`src/rtl/therm_duty_ctrl_if.sv`:
```
// Configuration/status bundle between the PWM configuration side and the
// thermometer hold controller.
interface therm_duty_ctrl_if #(
    parameter int SEL_W = 3,
    parameter int H_W   = 5,
    parameter int LVL_W = 3
);
    logic             ena;
    logic [SEL_W-1:0] sel;
    logic             sel_load;
    logic             ramp_en;
    logic             tick;
    logic [H_W-1:0]   h;
    logic [LVL_W-1:0] level;
    logic             busy;
    logic             done;

    modport master (
        output ena, sel, sel_load, ramp_en, tick,
        input  h, level, busy, done
    );

    modport slave (
        input  ena, sel, sel_load, ramp_en, tick,
        output h, level, busy, done
    );
endinterface

```
`src/rtl/therm_duty_ctrl.sv`:
```
// Thermometer hold-word controller: latches a selector into a target level
// and walks the registered hold word toward it on PWM period boundaries,
// either in one jump (direct) or one level per period (ramp / soft-start).
//
// state   | meaning
// --------+-----------------------------------------------
// ST_IDLE | level equals target, ticks leave level alone
// ST_UP   | level below target, tick raises level
// ST_DOWN | level above target, tick lowers level
module therm_duty_ctrl #(
    parameter int SEL_W = 3,
    parameter int H_W   = 5,
    parameter int LVL_W = 3
) (
    input  logic            clk,
    input  logic            rst_n,
    therm_duty_ctrl_if.slave bus
);

    typedef enum logic [1:0] {
        ST_IDLE = 2'd0,
        ST_UP   = 2'd1,
        ST_DOWN = 2'd2
    } state_t;

    // Selector+1 is formed one bit wider so the all-ones selector cannot wrap.
    localparam logic [SEL_W:0]   H_MAX_S = (SEL_W+1)'(H_W);
    localparam logic [LVL_W-1:0] H_MAX_L = LVL_W'(H_W);
    localparam logic [LVL_W-1:0] ONE_L   = LVL_W'(1);

    state_t           state_q, state_d;
    logic [LVL_W-1:0] l_q, l_d;
    logic [LVL_W-1:0] t_q, t_d;
    logic [H_W-1:0]   h_q, h_d;
    logic             busy_q, busy_d;
    logic             done_q, done_d;
    logic [SEL_W:0]   sel_p1;

    // Next-state: target capture, tick-driven level step, and status flags.
    // The tick step uses the old target; a same-cycle load only changes t_d.
    always_comb begin
        state_d = state_q;
        l_d     = l_q;
        t_d     = t_q;
        h_d     = h_q;
        busy_d  = busy_q;
        done_d  = done_q;
        sel_p1  = {1'b0, bus.sel} + {{SEL_W{1'b0}}, 1'b1};

        if (bus.ena) begin
            if (bus.sel_load) begin
                t_d = (sel_p1 >= H_MAX_S) ? H_MAX_L : LVL_W'(sel_p1);
            end

            if (bus.tick) begin
                case (state_q)
                    ST_UP:   l_d = bus.ramp_en ? (l_q + ONE_L) : t_q;
                    ST_DOWN: l_d = bus.ramp_en ? (l_q - ONE_L) : t_q;
                    default: l_d = l_q;
                endcase
            end

            if (l_d < t_d) begin
                state_d = ST_UP;
            end else if (l_d > t_d) begin
                state_d = ST_DOWN;
            end else begin
                state_d = ST_IDLE;
            end

            busy_d = (l_d != t_d);
            // Only a tick landing on the target reports completion; a reload
            // that happens to match the current level just clears busy.
            done_d = bus.tick && (state_q != ST_IDLE) && (l_d == t_d);

            for (int i = 0; i < H_W; i++) begin
                h_d[i] = (i < int'(l_d));
            end
        end
    end

    // State registers; hold word is registered alongside the level.
    always_ff @(posedge clk or negedge rst_n) begin
        if (!rst_n) begin
            state_q <= ST_IDLE;
            l_q     <= '0;
            t_q     <= '0;
            h_q     <= '0;
            busy_q  <= 1'b0;
            done_q  <= 1'b0;
        end else begin
            state_q <= state_d;
            l_q     <= l_d;
            t_q     <= t_d;
            h_q     <= h_d;
            busy_q  <= busy_d;
            done_q  <= done_d;
        end
    end

    assign bus.h     = h_q;
    assign bus.level = l_q;
    assign bus.busy  = busy_q;
    assign bus.done  = done_q;

endmodule
```
`src/flat_wrapper.sv`:
```
// flat-port wrapper written by rule: the top's interface ports become plain ports
module therm_duty_ctrl_flat 
#(
    parameter int SEL_W = 3,
    parameter int H_W   = 5,
    parameter int LVL_W = 3
)
  (clk, rst_n, bus_ena, bus_sel, bus_sel_load, bus_ramp_en, bus_tick, bus_h, bus_level, bus_busy, bus_done);
  therm_duty_ctrl_if #(.SEL_W(SEL_W), .H_W(H_W), .LVL_W(LVL_W)) bus_i ();
  input  logic clk;
  input  logic rst_n;
  input wire logic [$bits(bus_i.ena)-1:0] bus_ena;
  input wire logic [$bits(bus_i.sel)-1:0] bus_sel;
  input wire logic [$bits(bus_i.sel_load)-1:0] bus_sel_load;
  input wire logic [$bits(bus_i.ramp_en)-1:0] bus_ramp_en;
  input wire logic [$bits(bus_i.tick)-1:0] bus_tick;
  output wire logic [$bits(bus_i.h)-1:0] bus_h;
  output wire logic [$bits(bus_i.level)-1:0] bus_level;
  output wire logic [$bits(bus_i.busy)-1:0] bus_busy;
  output wire logic [$bits(bus_i.done)-1:0] bus_done;
  assign bus_i.ena = bus_ena;
  assign bus_i.sel = bus_sel;
  assign bus_i.sel_load = bus_sel_load;
  assign bus_i.ramp_en = bus_ramp_en;
  assign bus_i.tick = bus_tick;
  assign bus_h = bus_i.h;
  assign bus_level = bus_i.level;
  assign bus_busy = bus_i.busy;
  assign bus_done = bus_i.done;
  therm_duty_ctrl #(.SEL_W(SEL_W), .H_W(H_W), .LVL_W(LVL_W)) u_core (.clk(clk), .rst_n(rst_n), .bus(bus_i));
endmodule
```
`config.mk`:
```
export PLATFORM = sky130hd
export DESIGN_NAME = therm_duty_ctrl_flat
export DESIGN_NICKNAME = d
export VERILOG_FILES = /design/src/rtl/therm_duty_ctrl_if.sv /design/src/rtl/therm_duty_ctrl.sv /design/src/flat_wrapper.sv
export SDC_FILE = /design/constraint.sdc
export NUM_CORES = 1
export LEC_CHECK = 0
export CAP_MARGIN = 5
export CORE_MARGIN = 4
export CORE_UTILIZATION = 54
export CTS_CLUSTER_SIZE = 40
export DETAILED_ROUTE_END_ITERATION = 7
export GPL_ROUTABILITY_DRIVEN = 0
export PLACE_DENSITY = 0.89
export RECOVER_POWER = 100
export REMOVE_ABC_BUFFERS = 1
export SYNTH_ARGS = -nofsm -noshare
export SYNTH_HDL_FRONTEND = slang
export SYNTH_SLANG_ARGS = --single-unit
```
`constraint.sdc`:
```
create_clock -name clk -period 4.18 [get_ports clk]
set_clock_uncertainty 0.05 [all_clocks]
set_input_delay 0.836 -clock clk [delete_from_list [all_inputs] [get_ports clk]]
set_output_delay 0.836 -clock clk [all_outputs]
set_load 0.005 [all_outputs]
```
# Word level (Yosys, flattened, before mapping)
# Index checks and enable logic that the tools add are counted.
[totals]
reg_bits = 15
input_bits = 9
out_inout_bits = 10
wordCells = 34
[classes]
add_sub_neg = 3
n_lt_le_gt_ge = 8
n_eq_ne = 4
muxes = 10
n_reduce_logical = 3
[op_table]
columns = ["operator", "count"]
rows = [
  ["3-bit 2-to-1 mux", 7],
  ["1-bit by 3-bit < comparator with 1-bit output (first input constant)", 2],
  ["2-bit by 3-bit < comparator with 1-bit output (first input constant)", 2],
  ["3-bit case mux with 2 select lines", 1],
  ["3-bit by 1-bit adder with 4-bit output (second input constant)", 1],
  ["4-bit by 3-bit greater-or-equal comparator with 1-bit output (second input constant)", 1],
  ["2-bit 2-to-1 mux", 2],
  ["3-bit by 1-bit adder with 3-bit output (second input constant)", 1],
  ["3-bit == test", 1],
  ["3-bit > comparator", 1],
  ["3-bit < comparator", 1],
  ["3-bit < comparator (first input constant)", 1],
  ["3-bit != test", 1],
  ["3-bit by 1-bit subtractor with 3-bit output (second input constant)", 1],
  ["2-bit by 1-bit == test with 1-bit output (second input constant)", 1],
  ["2-bit == test (second input constant)", 1],
  ["1-bit logical AND", 2],
  ["2-bit nonzero test", 1],
]

# Longest topological paths before layout
[depth]
ltp_word = 8
depth_mapped = 10
mapped_depth_nobuf = 10

# Least setup slack after synthesis
# Ideal clock, no wire load.
[synth_timing]
path_kind = "input -> register"
startpoint = "input bus_ramp_en"
endpoint = "register u_core.state_q[0]"
setup_ns = 0.125
t_arrival_ns = 2.166
t_required_ns = 4.005
setup_slack_ns = 1.839
path_stages = 7
path_buffers = 1
cell_sequence = "buf_4 nor4b_1 a311oi_2 inv_1 ha_1 a21oi_1 mux2_2"
[synth_between]
elab_chain_cells = 6
elab_cells_between_ends = 7
classes_between = "order compare: 1; mux: 6"
[synth_rtl]
columns = ["item", "line", "text"]
rows = [
  ["start, declared", "flat_wrapper.sv:15", "input wire logic [$bits(bus_i.ramp_en)-1:0] bus_ramp_en;"],
  ["3-bit 2-to-1 mux (on tied branches)", "therm_duty_ctrl.sv:58, therm_duty_ctrl.sv:57", ""],
  ["3-bit case mux with 2 select lines *", "therm_duty_ctrl.sv:56", "case (state_q)"],
  ["3-bit 2-to-1 mux *", "therm_duty_ctrl.sv:55", "if (bus.tick) begin"],
  ["3-bit 2-to-1 mux *", "therm_duty_ctrl.sv:50", "if (bus.ena) begin"],
  ["3-bit < comparator *", "therm_duty_ctrl.sv:63", "if (l_d < t_d) begin"],
  ["2-bit 2-to-1 mux *", "therm_duty_ctrl.sv:63", ""],
  ["end signal, assigned", "therm_duty_ctrl.sv:92", "state_q <= state_d;"],
  ["end, declared", "therm_duty_ctrl.sv:31", "state_t state_q, state_d;"],
]
# Mark *: on every way between the ends. The rest lies on a longest branch, timed or not. The select of a mux whose other input is x is not followed.
# A chain may end at the register's enable or synchronous reset.

# Worst setup path in the final report
[layout_timing]
startpoint = "input bus_tick"
endpoint = "register u_core.state_q[0]"
[layout_between]
elab_chain_cells = 4
[layout_rtl]
columns = ["item", "line", "text"]
rows = [
  ["start, declared", "flat_wrapper.sv:16", "input wire logic [$bits(bus_i.tick)-1:0] bus_tick;"],
  ["3-bit 2-to-1 mux", "therm_duty_ctrl.sv:55", ""],
  ["3-bit 2-to-1 mux", "therm_duty_ctrl.sv:50", ""],
  ["3-bit < comparator", "therm_duty_ctrl.sv:63", ""],
  ["2-bit 2-to-1 mux", "therm_duty_ctrl.sv:63", ""],
]
# Every way passes these cells. The select of a mux whose other input is x is not followed.

==> flow_summary_export.csv <==
group,metric,value,unit
pwr,power,0.728,mW
timing,worst_pin_slew,0.870,ns
critical_path,cpLargestDelayFamily,"compound AO/OA/AOI/OAI gates",
detailed_routing,drt_first_iter_violations,53,
global_route,grtUsageTotal,19.1,%
outcome,status,"completed",
detailed_routing,wire_per_inst,14.4,µm
timing,post-route-min-period,3.14,ns
cts,cts_sinks,14,
timing,fin_crit_sh,75.2,%
cts,cts_setup_buffers,0,
cts,root_buffer,"clkbuf_4",
die,core_area,1580,µm²
critical_path,critPathRequiredTime,4.30,ns
critical_path,cp.arrival,3.26,ns
die,io_pins,19,
timing,clock.fmax,318,MHz
pwr,leakagePower,0.513,nW
die,initial_utilization,59.6,%
logic_synthesis,synth_top_cell_area_share,37.3,%
die,rows,14,
logic_synthesis,avgSynthCellArea,8.95,µm²
flow_run,maxCapViolCount,0,
logic_synthesis,async_flop_share,100,%
timing,fin_setup_tns,0,ns
timing,finalHoldViolCount,0,
global_route,antenna_found_initial,0,
place,dp.cells,135,
cells_and_area,antenna_cells,0,
critical_path,critical_path_class,"in -> reg",
logic_synthesis,synth_commonest_cells,"dfrtp_1 (14), inv_1 (14), nor2_1 (14), a21oi_1 (11), ha_1 (10)",
timing,hold_ws,0.450,ns
cts,htreeDepth,1,
detailed_routing,postRouteWirelength,1990,µm
cells_and_area,drive_gt1_share,7.38,%
cts,clock_path_buffers,2,
global_route,grt_pass1_vias,857,
logic_synthesis,synth_area_leaders,"dfrtp_1 (37%), ha_1 (13%), a21oi_1 (5.9%), inv_1 (5.6%), nor2_1 (5.6%)",
die,die_area,2470,µm²
detailed_routing,drt_pre_antenna_iters,4,
cts,cts_hold_buf,0,
logic_synthesis,synth_edf_count,0,
cts,clk_latency,0.28,ns
cells_and_area,final_util,71.4,%
detailed_routing,viasPerCell,5.88,
timing,drv_slew,0,
critical_path,critPathSlowestCell,"a311oi_1",
cells_and_area,fin_cells,138,
global_route,grt_pass1_wl,3750,µm
detailed_routing,ant_nets,0,
detailed_routing,via_count,811,
die,die_h,49.7,µm
critical_path,end_kind,"flip-flop",
critical_path,cp_num_buf_inv,2,
cells_and_area,final_area,1130,µm²
logic_synthesis,ys_seq_area_share,37.3,%
timing,setup_viol,0,
logic_synthesis,ys_ff_latch,14,
timing,finalWorstSetupSlack,1.04,ns
critical_path,cp_cell_sequence,"dlygate4sd3_1 -> a21bo_1 -> o41ai_1 -> a311oi_1 -> inv_1 -> ha_1 -> a21oi_1 -> mux2_2",
place,pre_cts_slack,1.07,ns
place,place_area,1120,µm²
timing,slew_headroom,41.6,%
cts,cts_tree,"yes",
cts,cts.clk_slew.worst_paths,0.07,ns
detailed_routing,drcViolationCount,0,
pwr,power_density,646,nW/µm²
place,dp_hpwl,1570,µm
cells_and_area,area_growth_syn_to_layout,19.8,%
cts,numCtsBuffers,3,
logic_synthesis,ys_types,32,
logic_synthesis,yosysTopAreaCell,"dfrtp_1",
logic_synthesis,synth_cells,105,
global_route,gr-total-overflow,0,
logic_synthesis,synth_area,940,µm²
critical_path,max_stage_delay,0.74,ns
logic_synthesis,ys.flop_type,"dfrtp_1",
cts,cts_resized,0,
critical_path,crit_path_start_kind,"input port",
worst_hold_path,hold_class,"reg -> reg",
global_route,grt_max_degree,24,
critical_path,critPathMaxFanout,6,
cells_and_area,final_nets,143,
pwr,vdd_drop_max,341,µV
die,die_x,49.7,µm
timing,rsz0062_at_grt,"false",
place,port_buffers,18,
logic_synthesis,yosysWarnings,0,
[path summary, 6_finish.rpt]
check	cells past startpoint	end	slack, ns	from
worst max register to register	9	u_core.state_q[0]	1.45	u_core.state_q[0]
worst min-delay path	2	u_core.bus.h[4]	0.45	u_core.bus.h[4]
worst min register to register	2	u_core.bus.h[4]	0.45	u_core.bus.h[4]
max in group asynchronous	1	u_core.bus.h[0]	2.70	rst_n
worst max-delay path	8	u_core.state_q[0]	1.04	bus_tick
min in group asynchronous	1	u_core.bus.level[0]	0.97	rst_n
[sequential cells by signal (all words and copies together) (netlist names)]
register and count:
u_core.t_q 3, u_core.bus.h 5, u_core.bus.level 2, u_core.state_q 2
u_core.bus.busy 1, u_core.bus.done 1
[power breakdown]
part	leakage (nW)	internal (mW)	switching (mW)
sequential	0.159	0.187	0.0415
clock	0.0138	0.0334	0.0400
combinational	0.340	0.199	0.226
[worst reg2reg max path: stages, from the launching register on]
cell	delay [ns]
dfrtp_1	0.38
inv_1	0.07
ha_1	0.37
a21bo_1	0.13
o41ai_1	0.07
a311oi_1	0.74
inv_1	0.11
ha_1	0.33
a21oi_1	0.09
mux2_2	0.27
[layer usage]
| layer | up-vias | wire length (µm) | share of wire (%) | GRT usage (%) |
|---|---|---|---|---|
| li1 | 406 | - | - | - |
| met1 | 384 | 964 | 48 | 25.0 |
| met2 | 19 | 941 | 47 | 30.8 |
| met3 | 2 | 70 | 3.5 | 4.52 |
| met4 | 0 | 17 | 0.85 | 5.99 |
| met5 | - | 0 | 0 | 0 |
[cell families (layout without fill, tap and decap cells)]
group	Yosys count	count (layout)	share of synthesized area, %
compound gates	32	32	24.1
simple gates	28	28	13.8
buf+inv	18	35	7.99
flops	14	14	37.3
fa+ha+maj	10	10	13.3
mux	3	3	3.46
[cells in the final DEF, fill, tap and decap left out, types with 2 or more instances in the layout]
| cell | count |
|---|---|
| ha_1 | 10 |
| a311oi_1 | 2 |
| dfrtp_1 | 14 |
| nor2_1 | 14 |
| dlygate4sd3_1 | 14 |
| nand3_1 | 2 |
| nand2b_1 | 2 |
| o22ai_1 | 3 |
| a21oi_1 | 11 |
| mux2_2 | 2 |
| clkbuf_4 | 3 |
| inv_1 | 14 |
| a31oi_1 | 6 |
| clkdlybuf4s50_1 | 4 |
| nand2_1 | 4 |
[area by class of cell]
cell class                 count  area, µm²
multi-input combinational     73        500
clock buffer                   3       22.5
tap                           16       20.0
timing repair buffer          18        180
inverter                      14       52.6
fill                         120        450
sequential                    14        350
Power figures use the tool's default switching activity.
